### config.mk
export PLATFORM = sky130hd
export DESIGN_NAME = systolic_drain_flat
export DESIGN_NICKNAME = d
export VERILOG_FILES = /design/src/rtl/systolic_drain_if.sv /design/src/rtl/systolic_drain.sv /design/src/flat_wrapper.sv
export SDC_FILE = /design/constraint.sdc
export NUM_CORES = 1
export LEC_CHECK = 0
export BUFFER_PORTS_ARGS = -buffer_cell sky130_fd_sc_hd__buf_4
export CORE_MARGIN = 2
export CORE_UTILIZATION = 35
export DETAILED_ROUTE_END_ITERATION = 7
export GPL_ROUTABILITY_DRIVEN = 1
export GPL_TIMING_DRIVEN = 0
export PLACE_DENSITY = 0.63
export SYNTH_ARGS = -nofsm -noshare
export SYNTH_HDL_FRONTEND = slang
export SYNTH_SLANG_ARGS = --single-unit
### constraint.sdc
create_clock -name clk -period 30.6 [get_ports clk]
set_clock_uncertainty 0.05 [all_clocks]
set_input_delay 7.65 -clock clk [delete_from_list [all_inputs] [get_ports clk]]
set_output_delay 7.65 -clock clk [all_outputs]
set_load 0.01 [all_outputs]
### src/rtl/systolic_drain_if.sv
// Result stream from the systolic drain to the activation/write-back stage.
//
// Handshake: an element transfers on every rising edge where m_valid and
// m_ready are both high. Once m_valid is raised, m_data/m_row/m_col/m_last
// stay frozen until that transfer; m_valid never drops without a transfer
// except through reset. m_ready may be driven freely and is never required
// to wait for m_valid.
interface systolic_drain_if #(
  parameter int N  = 16,
  parameter int RW = 2,
  parameter int CW = 2
);
  logic          m_valid;
  logic          m_ready;
  logic [N-1:0]  m_data;
  logic [RW-1:0] m_row;
  logic [CW-1:0] m_col;
  logic          m_last;

  modport master (
    output m_valid, m_data, m_row, m_col, m_last,
    input  m_ready
  );

  modport slave (
    input  m_valid, m_data, m_row, m_col, m_last,
    output m_ready
  );
endinterface

### src/rtl/systolic_drain.sv
// Waits out the systolic array settle time after a start, snapshots the
// accumulator matrix, rescales each element to saturated N-bit fixed point
// and streams the elements out row-major over a valid/ready interface.
module systolic_drain #(
  parameter int N      = 16,
  parameter int AROW   = 3,
  parameter int ACOL   = 3,
  parameter int BCOL   = 3,
  parameter int FRAC   = 8,
  parameter int SETTLE = AROW + ACOL + BCOL
) (
  input  logic                                 clk,
  input  logic                                 rst,
  input  logic                                 start,
  input  logic [AROW-1:0][BCOL-1:0][2*N-1:0]   sys_array,
  output logic                                 busy,
  output logic                                 sat,
  output logic                                 done,
  output logic [1:0]                           dbg_state,
  systolic_drain_if.master                     m
);
  localparam int RW   = (AROW > 1) ? $clog2(AROW) : 1;
  localparam int CW   = (BCOL > 1) ? $clog2(BCOL) : 1;
  localparam int CNTW = $clog2(SETTLE + 1);

  localparam logic [RW-1:0] ROW_END = RW'(AROW - 1);
  localparam logic [CW-1:0] COL_END = CW'(BCOL - 1);
  localparam logic          ONE_EL  = (AROW * BCOL == 1);

  // Saturation bounds expressed at accumulator width.
  localparam logic signed [2*N-1:0] SMAX = {{(N+1){1'b0}}, {(N-1){1'b1}}};
  localparam logic signed [2*N-1:0] SMIN = {{(N+1){1'b1}}, {(N-1){1'b0}}};

  typedef enum logic [1:0] {
    S_IDLE   = 2'd0,
    S_WAIT   = 2'd1,
    S_STREAM = 2'd2
  } state_t;

  state_t                              state;
  logic [CNTW-1:0]                     cnt;
  logic [AROW-1:0][BCOL-1:0][2*N-1:0]  cap;
  logic                                clip;

  logic [RW-1:0] nxt_row;
  logic [CW-1:0] nxt_col;
  logic          nxt_last;
  logic [N:0]    nxt_conv;
  logic [N:0]    first_conv;
  logic          capture;

  // Rescale one accumulator; returns {clamped, element}.
  function automatic logic [N:0] conv(input logic [2*N-1:0] x);
    logic signed [2*N-1:0] y;
    y = $signed(x) >>> FRAC;
    if (y > SMAX)      conv = {1'b1, SMAX[N-1:0]};
    else if (y < SMIN) conv = {1'b1, SMIN[N-1:0]};
    else               conv = {1'b0, y[N-1:0]};
  endfunction

  assign busy      = (state != S_IDLE);
  assign dbg_state = state;
  assign capture   = (state == S_WAIT) && (cnt == '0);

  // Row-major successor of the presented element and its converted value.
  always_comb begin
    nxt_col    = '0;
    nxt_row    = m.m_row;
    nxt_last   = 1'b0;
    if (m.m_col != COL_END) begin
      nxt_col = m.m_col + CW'(1);
    end else begin
      nxt_row = m.m_row + RW'(1);
    end
    nxt_last   = (nxt_row == ROW_END) && (nxt_col == COL_END);
    nxt_conv   = conv(cap[nxt_row][nxt_col]);
    first_conv = conv(sys_array[0][0]);
  end

  // Snapshot of the array, taken once at the end of the settle window.
  always_ff @(posedge clk) begin
    if (capture) cap <= sys_array;
  end

  // Control FSM with registered stream outputs.
  always_ff @(posedge clk or negedge rst) begin
    if (!rst) begin
      state     <= S_IDLE;
      cnt       <= '0;
      clip      <= 1'b0;
      sat       <= 1'b0;
      done      <= 1'b0;
      m.m_valid <= 1'b0;
      m.m_data  <= '0;
      m.m_row   <= '0;
      m.m_col   <= '0;
      m.m_last  <= 1'b0;
    end else begin
      done <= 1'b0;
      case (state)
        S_IDLE: begin
          if (start) begin
            state <= S_WAIT;
            cnt   <= CNTW'(SETTLE - 1);
            sat   <= 1'b0;
          end
        end
        S_WAIT: begin
          if (cnt == '0) begin
            // Element (0,0) is converted straight from the array so it is
            // presented in the same cycle the snapshot lands.
            state     <= S_STREAM;
            m.m_valid <= 1'b1;
            m.m_row   <= '0;
            m.m_col   <= '0;
            m.m_last  <= ONE_EL;
            m.m_data  <= first_conv[N-1:0];
            clip      <= first_conv[N];
          end else begin
            cnt <= cnt - CNTW'(1);
          end
        end
        S_STREAM: begin
          if (m.m_valid && m.m_ready) begin
            if (clip) sat <= 1'b1;
            if (m.m_last) begin
              state     <= S_IDLE;
              m.m_valid <= 1'b0;
              m.m_last  <= 1'b0;
              done      <= 1'b1;
            end else begin
              m.m_row  <= nxt_row;
              m.m_col  <= nxt_col;
              m.m_last <= nxt_last;
              m.m_data <= nxt_conv[N-1:0];
              clip     <= nxt_conv[N];
            end
          end
        end
        default: state <= S_IDLE;
      endcase
    end
  end
endmodule

### src/flat_wrapper.sv
// flat-port wrapper written by rule: the top's interface ports become plain ports
module systolic_drain_flat 
#(
  parameter int N      = 16,
  parameter int AROW   = 3,
  parameter int ACOL   = 3,
  parameter int BCOL   = 3,
  parameter int FRAC   = 8,
  parameter int SETTLE = AROW + ACOL + BCOL
)
  (clk, rst, start, sys_array, busy, sat, done, dbg_state, m_m_valid, m_m_data, m_m_row, m_m_col, m_m_last, m_m_ready);
  systolic_drain_if #(.N(N), .RW((2)), .CW((2))) m_i ();
  input  logic clk;
  input  logic rst;
  input  logic start;
  input  logic [AROW-1:0][BCOL-1:0][2*N-1:0] sys_array;
  output logic busy;
  output logic sat;
  output logic done;
  output logic [1:0] dbg_state;
  output wire logic [$bits(m_i.m_valid)-1:0] m_m_valid;
  output wire logic [$bits(m_i.m_data)-1:0] m_m_data;
  output wire logic [$bits(m_i.m_row)-1:0] m_m_row;
  output wire logic [$bits(m_i.m_col)-1:0] m_m_col;
  output wire logic [$bits(m_i.m_last)-1:0] m_m_last;
  input wire logic [$bits(m_i.m_ready)-1:0] m_m_ready;
  assign m_m_valid = m_i.m_valid;
  assign m_m_data = m_i.m_data;
  assign m_m_row = m_i.m_row;
  assign m_m_col = m_i.m_col;
  assign m_m_last = m_i.m_last;
  assign m_i.m_ready = m_m_ready;
  systolic_drain #(.N(N), .AROW(AROW), .ACOL(ACOL), .BCOL(BCOL), .FRAC(FRAC), .SETTLE(SETTLE)) u_core (.clk(clk), .rst(rst), .start(start), .sys_array(sys_array), .busy(busy), .sat(sat), .done(done), .dbg_state(dbg_state), .m(m_i));
endmodule
==> results of run 1 <==
==> per-stage QoR <==
step | power, mW | utilization, % | instances | hold slack, ns | setup slack [ns]
floorplan | 0.3744 | - | 749 | 0.4124 | 19.60
global placement | 0.3983 | 43.41 | 1385 | 0.4178 | 15.82
detailed placement | 0.3984 | 43.96 | 1392 | 0.4231 | 20.40
CTS | 0.7068 | 46.74 | 1441 | 0.4365 | 20.96
global route | 0.7230 | 46.74 | 1441 | 0.4528 | 20.73
finish | 0.6983 | 46.74 | 1441 | 0.4330 | 20.84
==> synthesized netlist by cell type, types with 16 or more instances <==
master    count
mux2_2       33
a221oi_1     29
dfrtp_1      31
nand2_1      82
mux2i_1      43
nor2_1       29
o21ai_0      39
edfxtp_1    216
or3_1        17
a211oi_1     16
a21oi_1      30
clkbuf_1     20
==> sequential cells by signal, indices dropped and copies added (netlist names) <==
| name | flops |
|---|---|
| u_core.cap | 216 |
| u_core.m.m_valid | 1 |
| u_core.clip | 1 |
| u_core.cnt | 4 |
| u_core.done | 1 |
| u_core.dbg_state | 2 |
| u_core.m.m_data | 16 |
| u_core.sat | 1 |
| u_core.m.m_last | 1 |
| u_core.m.m_col | 2 |
| u_core.m.m_row | 2 |
==> cell families (layout without fill, tap and decap cells) <==
logic type,Yosys count,after routing,synth area share (%)
simple gates,188,188,8.478
fa+ha+maj,5,5,0.5921
xor+xnor,4,4,0.6514
mux,77,77,7.697
flops,247,247,68.73
compound gates,170,170,11.25
buf+inv,58,360,2.605
==> worst reg2reg max path: cells and delay by family (launching register included) <==
family                 cells  cell delay, ns
AO/OA/AOI/OAI              3            0.72
buffers and inverters      1            0.61
XOR/XNOR                   1            0.49
flip-flops                 1            0.46
AND/OR/NAND/NOR            2            0.45
multiplexers               1            0.42
==> where the power goes <==
part	switching (mW)	internal, mW	leakage, nW	total (mW)
Sequential	0	0.366	2.36	0.366
Combinational	0.00709	0.0178	2.49	0.0249
Clock	0.132	0.175	0.393	0.307
==> cell type report <==
class	instances	share of cell area [%]
Clock inverter	14	0.7206
Tap cell	390	3.513
Timing Repair Buffer	253	14.41
Inverter	11	0.2972
Multi-Input combinational cell	444	21.86
Buffer	47	1.684
Sequential cell	247	52.28
Clock buffer	35	5.233
==> worst paths after layout <==
| check | startpoint | to |
|---|---|---|
| max | sys_array[30] | u_core.m.m_data[10] |
| min in group asynchronous | rst | u_core.m.m_data[13] |
| max in group asynchronous | rst | u_core.m.m_data[5] |
| min | u_core.m.m_data[15] | u_core.m.m_data[15] |
| max reg2reg | u_core.m.m_col[1] | u_core.m.m_data[10] |
| min reg2reg | u_core.m.m_data[15] | u_core.m.m_data[15] |
==> per-layer routing <==
layer | wire length, um | vias up | global-route usage, % | share of wire (%)
li1 | - | 3477 | - | -
met1 | 12400 | 3562 | 25.09 | 42
met2 | 14150 | 290 | 29.67 | 48
met3 | 2031 | 55 | 2.871 | 6.9
met4 | 867 | 0 | 6.113 | 2.9
met5 | 0 | - | 0 | 0
==> flow_summary.ini, run 1 <==
[outcome]
status = complete, no violations

[clock_tree]
postCtsHoldBufs = 0
cts_buffer_depth = 3
cts_resized = 0
clk_pin_slew_ns = 0.06
numCtsBuffers = 28
cts_tree = built
clkLatencyLatePin_ns = 0.56
cts-htree-levels = 1
post_cts_buffers = 0
clock-sinks = 247
cts-root-buf = clkbuf_16

[detailed_routing]
first_iter_violations = 644
antenna_left = 0
via_per_inst = 5.124
drt-total-wl_um = 29450
drc = 0
dr.pass1.iters = 5
via_count = 7384
wl_per_cell_um = 20.43

[timing]
tightest_slew_ns = 0.7517
setup_violations = 0
tns_ns = 0
hold_violations = 0
slew_viol_final = 0
period_needed_ns = 9.765
min_period_over_period_pct = 31.91
slew_headroom_pct = 49.70
max_clock_freq_mhz = 102.4
rsz0062_at_grt = no

[final_layout]
antennaDiodeCount = 0
nets = 1329
drive_above_1_share_pct = 33.40
layout_common_cells = 250 x buf_4, 216 x edfxtp_1, 82 x nand2_1, 43 x mux2i_1, 39 x o21ai_0
fin_area_um2 = 13890
multi_input_area_um2 = 3037
regArea_um2 = 7262
area_growth_pct = 31.46
num-fill-cells = 2670
final_common_cell = buf_4

[floorplanning]
die_x_um = 177.8
fp-row-count = 63
ios = 319
die_area_um2 = 31600
core-area_um2 = 29720
die_y_um = 177.8
start_util_pct = 35.56

[grt]
grt_overflow = 0
grt_pass1_wl_um = 43330
antenna_found_initial = 0
grt_pass1_vias = 7425
grt_max_degree = 37
groute.usage.overall_pct = 18.30

[placement]
port_buffers = 246
hpwl_um = 21520
place_congestion = 0.7719
dpl-instance-area_um2 = 13060

[critical_path]
cp_top_family = simple AND/OR/NAND/NOR gates
start_kind = input pin
worstPathRequired_ns = 30.96
reg2reg_depth = 8
cp_cell_sequence = buf_4 > nor4_1 > a21oi_1 > nor2_1 > clkbuf_1 > a21oi_1 > nor2_1 > a211oi_1 > a311o_1
crit_cells = 9
path_buf_inv = 2
slowest_stage = clkbuf_1
cp_max_fo = 10
regToRegSetupSlack_ns = 27.27
worstSetupPathType = in -> reg
arrival_ns = 10.13
cp_slowest_stage_delay_ns = 0.56
worst_setup_path_end_kind = flop

[synth]
async_reset_ff_share_pct = 12.55
synth_seq_cells = 247
syn_nets = 1046
synth.top_cell.area_share_pct = 61.39
synth_cell_types = 59
netlist.top_cell.by_area = edfxtp_1
ys_seq_area_share_pct = 68.73
synth.avg_cell_area_um2 = 14.11
synth-main-ff-cell = edfxtp_1
synth_warnings = 0
synthCells = 749
ys_top_cells_by_area = edfxtp_1 61%, dfrtp_1 7.3%, mux2i_1 4.1%, mux2_2 3.5%, nand2_1 2.9%
synth_area_um2 = 10570
synth_edf_count = 216

[power_and_ir_drop]
power_leakage_nw = 5.247
ir_drop_v = 0.00003850
p_per_area_nw_per_um2 = 50.27

[flow_run]
drv_cap = 0

[worst_hold_path]
worstHoldPathCells = 1
hold_path_class = reg -> reg
No activity file was read; power rests on OpenSTA's default activity.
==> run 2, diff against run 1 <==
--- a/config.mk
+++ b/config.mk
@@ -11,7 +11,7 @@
 export DETAILED_ROUTE_END_ITERATION = 7
 export GPL_ROUTABILITY_DRIVEN = 1
 export GPL_TIMING_DRIVEN = 0
-export PLACE_DENSITY = 0.63
+export PLACE_DENSITY = 0.65
 export SYNTH_ARGS = -nofsm -noshare
 export SYNTH_HDL_FRONTEND = slang
 export SYNTH_SLANG_ARGS = --single-unit
==> constraint.sdc (replaced) <==
create_clock -name clk -period 8.2 [get_ports clk]
set_clock_uncertainty 0.05 [all_clocks]
set_input_delay 2.05 -clock clk [delete_from_list [all_inputs] [get_ports clk]]
set_output_delay 2.05 -clock clk [all_outputs]
set_load 0.01 [all_outputs]
==> run 2 against run 1 <==
  * Worst setup slack worse by 17 ns
  * Routed wire length up 0.83%
  * Non-clock buffer count down 1
  * Power rose to 3.7 times the previous value
  * Final area down 0.31%
  * Critical path depth unchanged
  * Via count up 0.64%
  * Count of clock-buffer cells in the layout down 1
  * Clock power rose to 3.7 times the previous value
  * Die area unchanged
  * Combinational power rose to 3.7 times the previous value
  * Global-route usage up 0.088 points
==> flow_summary.ini, run 2 (synthesized netlist as in run 1, its figures left out) <==
[clock_tree]
cts-root-buf = clkbuf_16
cts_buffer_depth = 3
clock-sinks = 247
cts-htree-levels = 1
postCtsHoldBufs = 0
clk_pin_slew_ns = 0.06
cts_tree = built
clkLatencyLatePin_ns = 0.56
cts_resized = 0
post_cts_buffers = 0
numCtsBuffers = 28

[floorplanning]
die_y_um = 177.8
die_area_um2 = 31600
die_x_um = 177.8
start_util_pct = 35.56
fp-row-count = 63
core-area_um2 = 29720
ios = 319

[final_layout]
drive_above_1_share_pct = 33.71
antennaDiodeCount = 0
largest-register = u_core.cap
layout_common_cells = 250 x buf_4, 216 x edfxtp_1, 82 x nand2_1, 43 x mux2i_1, 39 x o21ai_0
largest_reg_flops = 216
layoutNonFillerInstCount = 1443
fin_util_pct = 46.60
fin_area_um2 = 13850
num-fill-cells = 2686
final_common_cell = buf_4
reg_top3 = u_core.cap: 216 flops, u_core.m.m_data: 16 flops, u_core.cnt: 4 flops
area_growth_pct = 31.06
nets = 1328

[critical_path]
r2r-start = u_core.m.m_row[1]
r2r-end = u_core.m.m_data[4]
cp_cell_sequence = buf_4 > nor4_1 > a21oi_1 > nor2_1 > clkbuf_1 > a21oi_1 > nor2_1 > a211oi_1 > a311o_1
path_buf_inv = 2
slowest_stage = clkbuf_1
worst_setup_path_end_kind = flop
cp_slowest_stage_delay_ns = 0.54
cp_top_family = simple AND/OR/NAND/NOR gates
worstPathRequired_ns = 8.59
start_kind = input pin
cp_max_fo = 10
arrival_ns = 4.56
reg2reg_depth = 11
worstSetupPathType = in -> reg
regToRegSetupSlack_ns = 4.79

[grt]
groute.usage.overall_pct = 18.39
grt_overflow = 0
grt_pass1_vias = 7596
antenna_found_initial = 0
grt_pass1_wl_um = 44060
grt_max_degree = 36

[detailed_routing]
via_count = 7431
drt-total-wl_um = 29690
drc = 0
dr.pass1.iters = 6
first_iter_violations = 559
wl_per_cell_um = 20.57
antenna_left = 0
via_per_inst = 5.150

[timing]
period_needed_ns = 4.166
hold_violations = 0
setup_violations = 0
rsz0062_at_grt = no
slew_viol_final = 0
slew_headroom_pct = 37.86
tns_ns = 0
min_period_over_period_pct = 50.80
max_clock_freq_mhz = 240.1
tightest_slew_ns = 0.9299

[placement]
hpwl_um = 21560
place_congestion = 0.7965
placed_cells = 1391
port_buffers = 246
dpl-instance-area_um2 = 13030

[flow_run]
drv_cap = 0

[power_and_ir_drop]
power_leakage_nw = 5.239
ir_drop_v = 0.0001506
p_per_area_nw_per_um2 = 187.4
p_total_mw = 2.595

[worst_hold_path]
min-delay-start = u_core.m.m_data[15]
worstHoldPathCells = 1
min_to = u_core.m.m_data[15]
hold_path_class = reg -> reg

[outcome]
status = complete, no violations
[run 2: changes by cell type in the layout (fill, tap and decap cells not counted), sizes merged]
cell,change
buf,-1
bufinv,-1
clkbuf,-1
clkinv,+5
[run 2: area by class of cell]
cell class	instances	area (um2)	area share (%)
Clock buffer	34	723.2	5.222
Timing Repair Buffer	252	1967	14.20
Sequential cell	247	7262	52.44
Clock inverter	18	96.34	0.6957
Tap cell	390	488.0	3.524
Inverter	11	41.29	0.2982
Multi-Input combinational cell	444	3037	21.93
Buffer	47	234.0	1.690
[run 2: worst max path at each step]
stage	slack [ns]	endpoint	start	cells past startpoint
6_report	4.03	u_core.m.m_data[9]	sys_array[30]	9
5_1_grt	3.95	u_core.m.m_data[8]	sys_array[30]	9
4_1_cts	4.19	u_core.m.m_data[8]	sys_array[30]	9
3_5_place_dp	3.63	u_core.m.m_data[8]	sys_array[30]	9
3_3_place_gp	-1.37	u_core.cap[170]	u_core.cnt[0]	5
2_1_floorplan	0.86	u_core.cap[104]	u_core.cnt[0]	5
[run 2: worst register-to-register path, delay by kind of cell (launching register included)]
| kind | cells | cell delay, ns |
|---|---|---|
| AOI/OAI and AO/OA | 4 | 0.93 |
| buffers and inverters | 4 | 1.52 |
| and+or+nand+nor | 3 | 0.46 |
| DFF | 1 | 0.39 |
[run 2: report_power, final]
| group | leakage [nW] | internal (mW) | switching, mW | total, mW |
|---|---|---|---|---|
| clock | 0.399 | 0.625 | 0.511 | 1.14 |
| combinational | 2.48 | 0.0663 | 0.0262 | 0.0925 |
| sequential | 2.36 | 1.37 | 0 | 1.37 |
| total | 5.24 | 2.06 | 0.537 | 2.60 |
[run 2: per-stage QoR]
step / hold slack [ns] / worst slack, ns
floorplan: 0.4124 / 0.8580
finish: 0.4408 / 4.034
CTS: 0.4364 / 4.192
detailed placement: 0.4219 / 3.627
global route: 0.4677 / 3.947
global placement: 0.4162 / -1.365
[run 2: metal layers]
| metal | track usage [%] | vias up | share of wire, % |
|---|---|---|---|
| met2 | 30.51 | 283 | 49 |
| li1 | - | 3469 | - |
| met3 | 3.149 | 35 | 7.0 |
| met4 | 4.747 | 0 | 2.3 |
| met5 | 0 | - | 0 |
| met1 | 25.02 | 3644 | 42 |
==> run 3, diff against run 2 <==
--- a/config.mk
+++ b/config.mk
@@ -5,13 +5,14 @@
 export SDC_FILE = /design/constraint.sdc
 export NUM_CORES = 1
 export LEC_CHECK = 0
+export ABC_AREA = 1
 export BUFFER_PORTS_ARGS = -buffer_cell sky130_fd_sc_hd__buf_4
 export CORE_MARGIN = 2
 export CORE_UTILIZATION = 35
 export DETAILED_ROUTE_END_ITERATION = 7
 export GPL_ROUTABILITY_DRIVEN = 1
 export GPL_TIMING_DRIVEN = 0
-export PLACE_DENSITY = 0.65
+export PLACE_DENSITY = 0.63
 export SYNTH_ARGS = -nofsm -noshare
 export SYNTH_HDL_FRONTEND = slang
 export SYNTH_SLANG_ARGS = --single-unit
==> constraint.sdc (replaced) <==
create_clock -name clk -period 3.9 [get_ports clk]
set_clock_uncertainty 0.05 [all_clocks]
set_input_delay 0.975 -clock clk [delete_from_list [all_inputs] [get_ports clk]]
set_output_delay 0.975 -clock clk [all_outputs]
set_load 0.01 [all_outputs]
==> run 3 against run 2 <==
  * Global-route usage rose by 1.6 points
  * Power increased to 3.8 times the previous value
  * Core utilization up 0.75 points
  * Count of clock-buffer cells in the layout is 2 lower
  * Critical path depth increased by 4
  * Die area is 2.5% higher
  * Combinational power increased to 35 times the previous value
  * Critical path type is now reg -> reg
==> flow_summary.ini, run 3 <==
[outcome]
status = complete, no violations

[detailed_routing]
wl_per_cell_um = 19.43
via_per_inst = 4.912
via_count = 8291
antenna_left = 0
dr.pass1.iters = 5
first_iter_violations = 603
drt-total-wl_um = 32800
drc = 0

[final_layout]
fin_util_pct = 47.35
final_common_cell = buf_4
reg_top3 = u_core.cap: 216 flops, u_core.m.m_data: 16 flops, u_core.cnt: 4 flops
num-fill-cells = 2820
largest_reg_flops = 216
nets = 1564
layout_common_cells = 252 x buf_4, 216 x edfxtp_1, 191 x nand2_1, 123 x nand3_1, 98 x nor2_1
drive_above_1_share_pct = 29.61
largest-register = u_core.cap
regArea_um2 = 7262
area_growth_pct = 33.34
multi_input_area_um2 = 2994

[synth]
synth.avg_cell_area_um2 = 11.02
synth_area_um2 = 10830
synth_edf_count = 216
yosysMostFrequentCell = edfxtp_1
synth_seq_cells = 247
ys_seq_area_share_pct = 67.04
synth_warnings = 0
synth_cell_types = 42
synth.top_cell.area_share_pct = 59.88
netlist.top_cell.by_area = edfxtp_1
syn_nets = 1280
async_reset_ff_share_pct = 12.55
ys_top_cells_by_area = edfxtp_1 60%, dfrtp_1 7.2%, nand2_1 6.6%, nand3_1 5.7%, nor2_1 3.4%
synth-main-ff-cell = edfxtp_1
yosys-top-cells-count = 216 x edfxtp_1, 191 x nand2_1, 124 x nand3_1
synthCells = 983

[power_and_ir_drop]
power_leakage_nw = 6.012
p_per_area_nw_per_um2 = 684.5
ir_drop_v = 0.0003610

[grt]
grt_pass1_vias = 8503
grt_max_degree = 36
grt_overflow = 0
grt_pass1_wl_um = 49690
groute.usage.overall_pct = 20.04
antenna_found_initial = 3

[floorplanning]
ios = 319
die_x_um = 179.9
start_util_pct = 35.51
fp-row-count = 64
die_y_um = 179.9
die_area_um2 = 32370
core-area_um2 = 30510

[timing]
setup_violations = 0
rsz0062_at_grt = no
slew_viol_final = 0
slew_headroom_pct = 40.60
min_period_over_period_pct = 79.89
max_clock_freq_mhz = 321.0
setup_slack_ns = 0.7844
period_needed_ns = 3.116
tightest_slew_ns = 0.8794
hold_violations = 0

[critical_path]
reg2reg_depth = 13
slowest_stage = clkbuf_1
path_buf_inv = 6
worstPathRequired_ns = 4.32
regToRegSetupSlack_ns = 0.78
cp_top_family = buffers and inverters
worstSetupPathType = reg -> reg
cp_slowest_stage_delay_ns = 0.64
worst_setup_path_end_kind = flop
cp_cell_sequence = buf_4 > inv_2 > nand2_1 > inv_1 > buf_2 > clkbuf_1 > o21ai_0 > a21oi_1 > nor3b_1 > nand3_1 > nand3_1 > nand2_1 > inv_1
cp_max_fo = 10
arrival_ns = 3.54
crit_cells = 13
start_kind = flop

[clock_tree]
clock-sinks = 247
cts-root-buf = clkbuf_16
cts_buffer_depth = 3
cts_tree = built
postCtsHoldBufs = 0
post_cts_buffers = 0
cts-htree-levels = 1
clkLatencyLatePin_ns = 0.57
cts_resized = 0
numCtsBuffers = 29
clk_pin_slew_ns = 0.06

[placement]
post-place-ws_ns = 0.7562
port_buffers = 246
place_congestion = 0.8404
hpwl_um = 23950

[flow_run]
drv_cap = 0

[worst_hold_path]
hold_path_class = in -> async
run 3: cell count changes after synthesis, sizes merged, moves of 16 or more:
cell	delta
nand2	+119
nand3	+119
nor2	+79
inv	+78
mux2i	-43
mux2	-34
a221oi	-29
o21ai	+22
or3	-17
a211oi	-16
run 3: power breakdown:
| group | switching (mW) | leakage [nW] | internal [mW] |
|---|---|---|---|
| sequential | 0.172 | 2.33 | 3.46 |
| combinational | 2.07 | 3.16 | 1.15 |
| clock | 1.14 | 0.518 | 1.90 |
run 3: worst paths after layout:
check / from / to
setup / recovery: u_core.m.m_col[1] / u_core.m.m_data[7]
hold / removal: rst / u_core.m.m_data[7]
setup reg to reg: u_core.m.m_col[1] / u_core.m.m_data[7]
hold reg to reg: u_core.m.m_data[1] / u_core.m.m_data[1]
max in group asynchronous: rst / u_core.m.m_row[0]
min in group clk: u_core.m.m_data[1] / u_core.m.m_data[1]
run 3: area by class of cell:
cell class                 instances  area share, %
buffer                            48          2.001
tap                              396          3.430
timing repair buffer             253          13.81
inverter                          88          2.321
multi-input combinational        600          20.73
clock buffer                      32          5.102
clock inverter                    22          2.304
sequential                       247          50.27
antenna                            2        0.03465
run 3: metrics by stage:
stage               hold WS [ns]  instance area (um2)  TNS (ns)  instances  power, mW
floorplan                 0.4458                10880    -98.88        983      5.633
detailed placement        0.4518                13370         0       1632      6.925
CTS                       0.3110                14440         0       1686      9.974
global placement          0.4482                13220   -388.08       1625      6.845
global route              0.3320                14440         0       1687      10.46
finish                    0.3156                14450         0       1688      9.888
run 3: logic make-up after synthesis:
logic type	synth area share [%]
AOI/OAI and AO/OA	7.023
xor gates and xnor gates	0.1617
and+or+nand+nor	19.46
adders and majority gates	0.5775
DFF	67.04
buffers and inverters	5.740
run 3: worst register-to-register path, stage by stage (launching register included):
cell and delay, ns:
dfrtp_1 0.37, buf_4 0.19, inv_2 0.18, nand2_1 0.29, inv_1 0.22, buf_2 0.29
clkbuf_1 0.65, o21ai_0 0.22, a21oi_1 0.23, nor3b_1 0.09, nand3_1 0.09, nand3_1 0.07
nand2_1 0.06, inv_1 0.03
run 3: per-layer routing:
layer  routed length, um  track usage, %  vias to the layer above
met4                1125           6.862                        0
met1               13910           26.74                     3924
li1                    -               -                     3978
met2               15240           32.31                      326
met5                   0               0                        -
met3                2521           4.498                       63
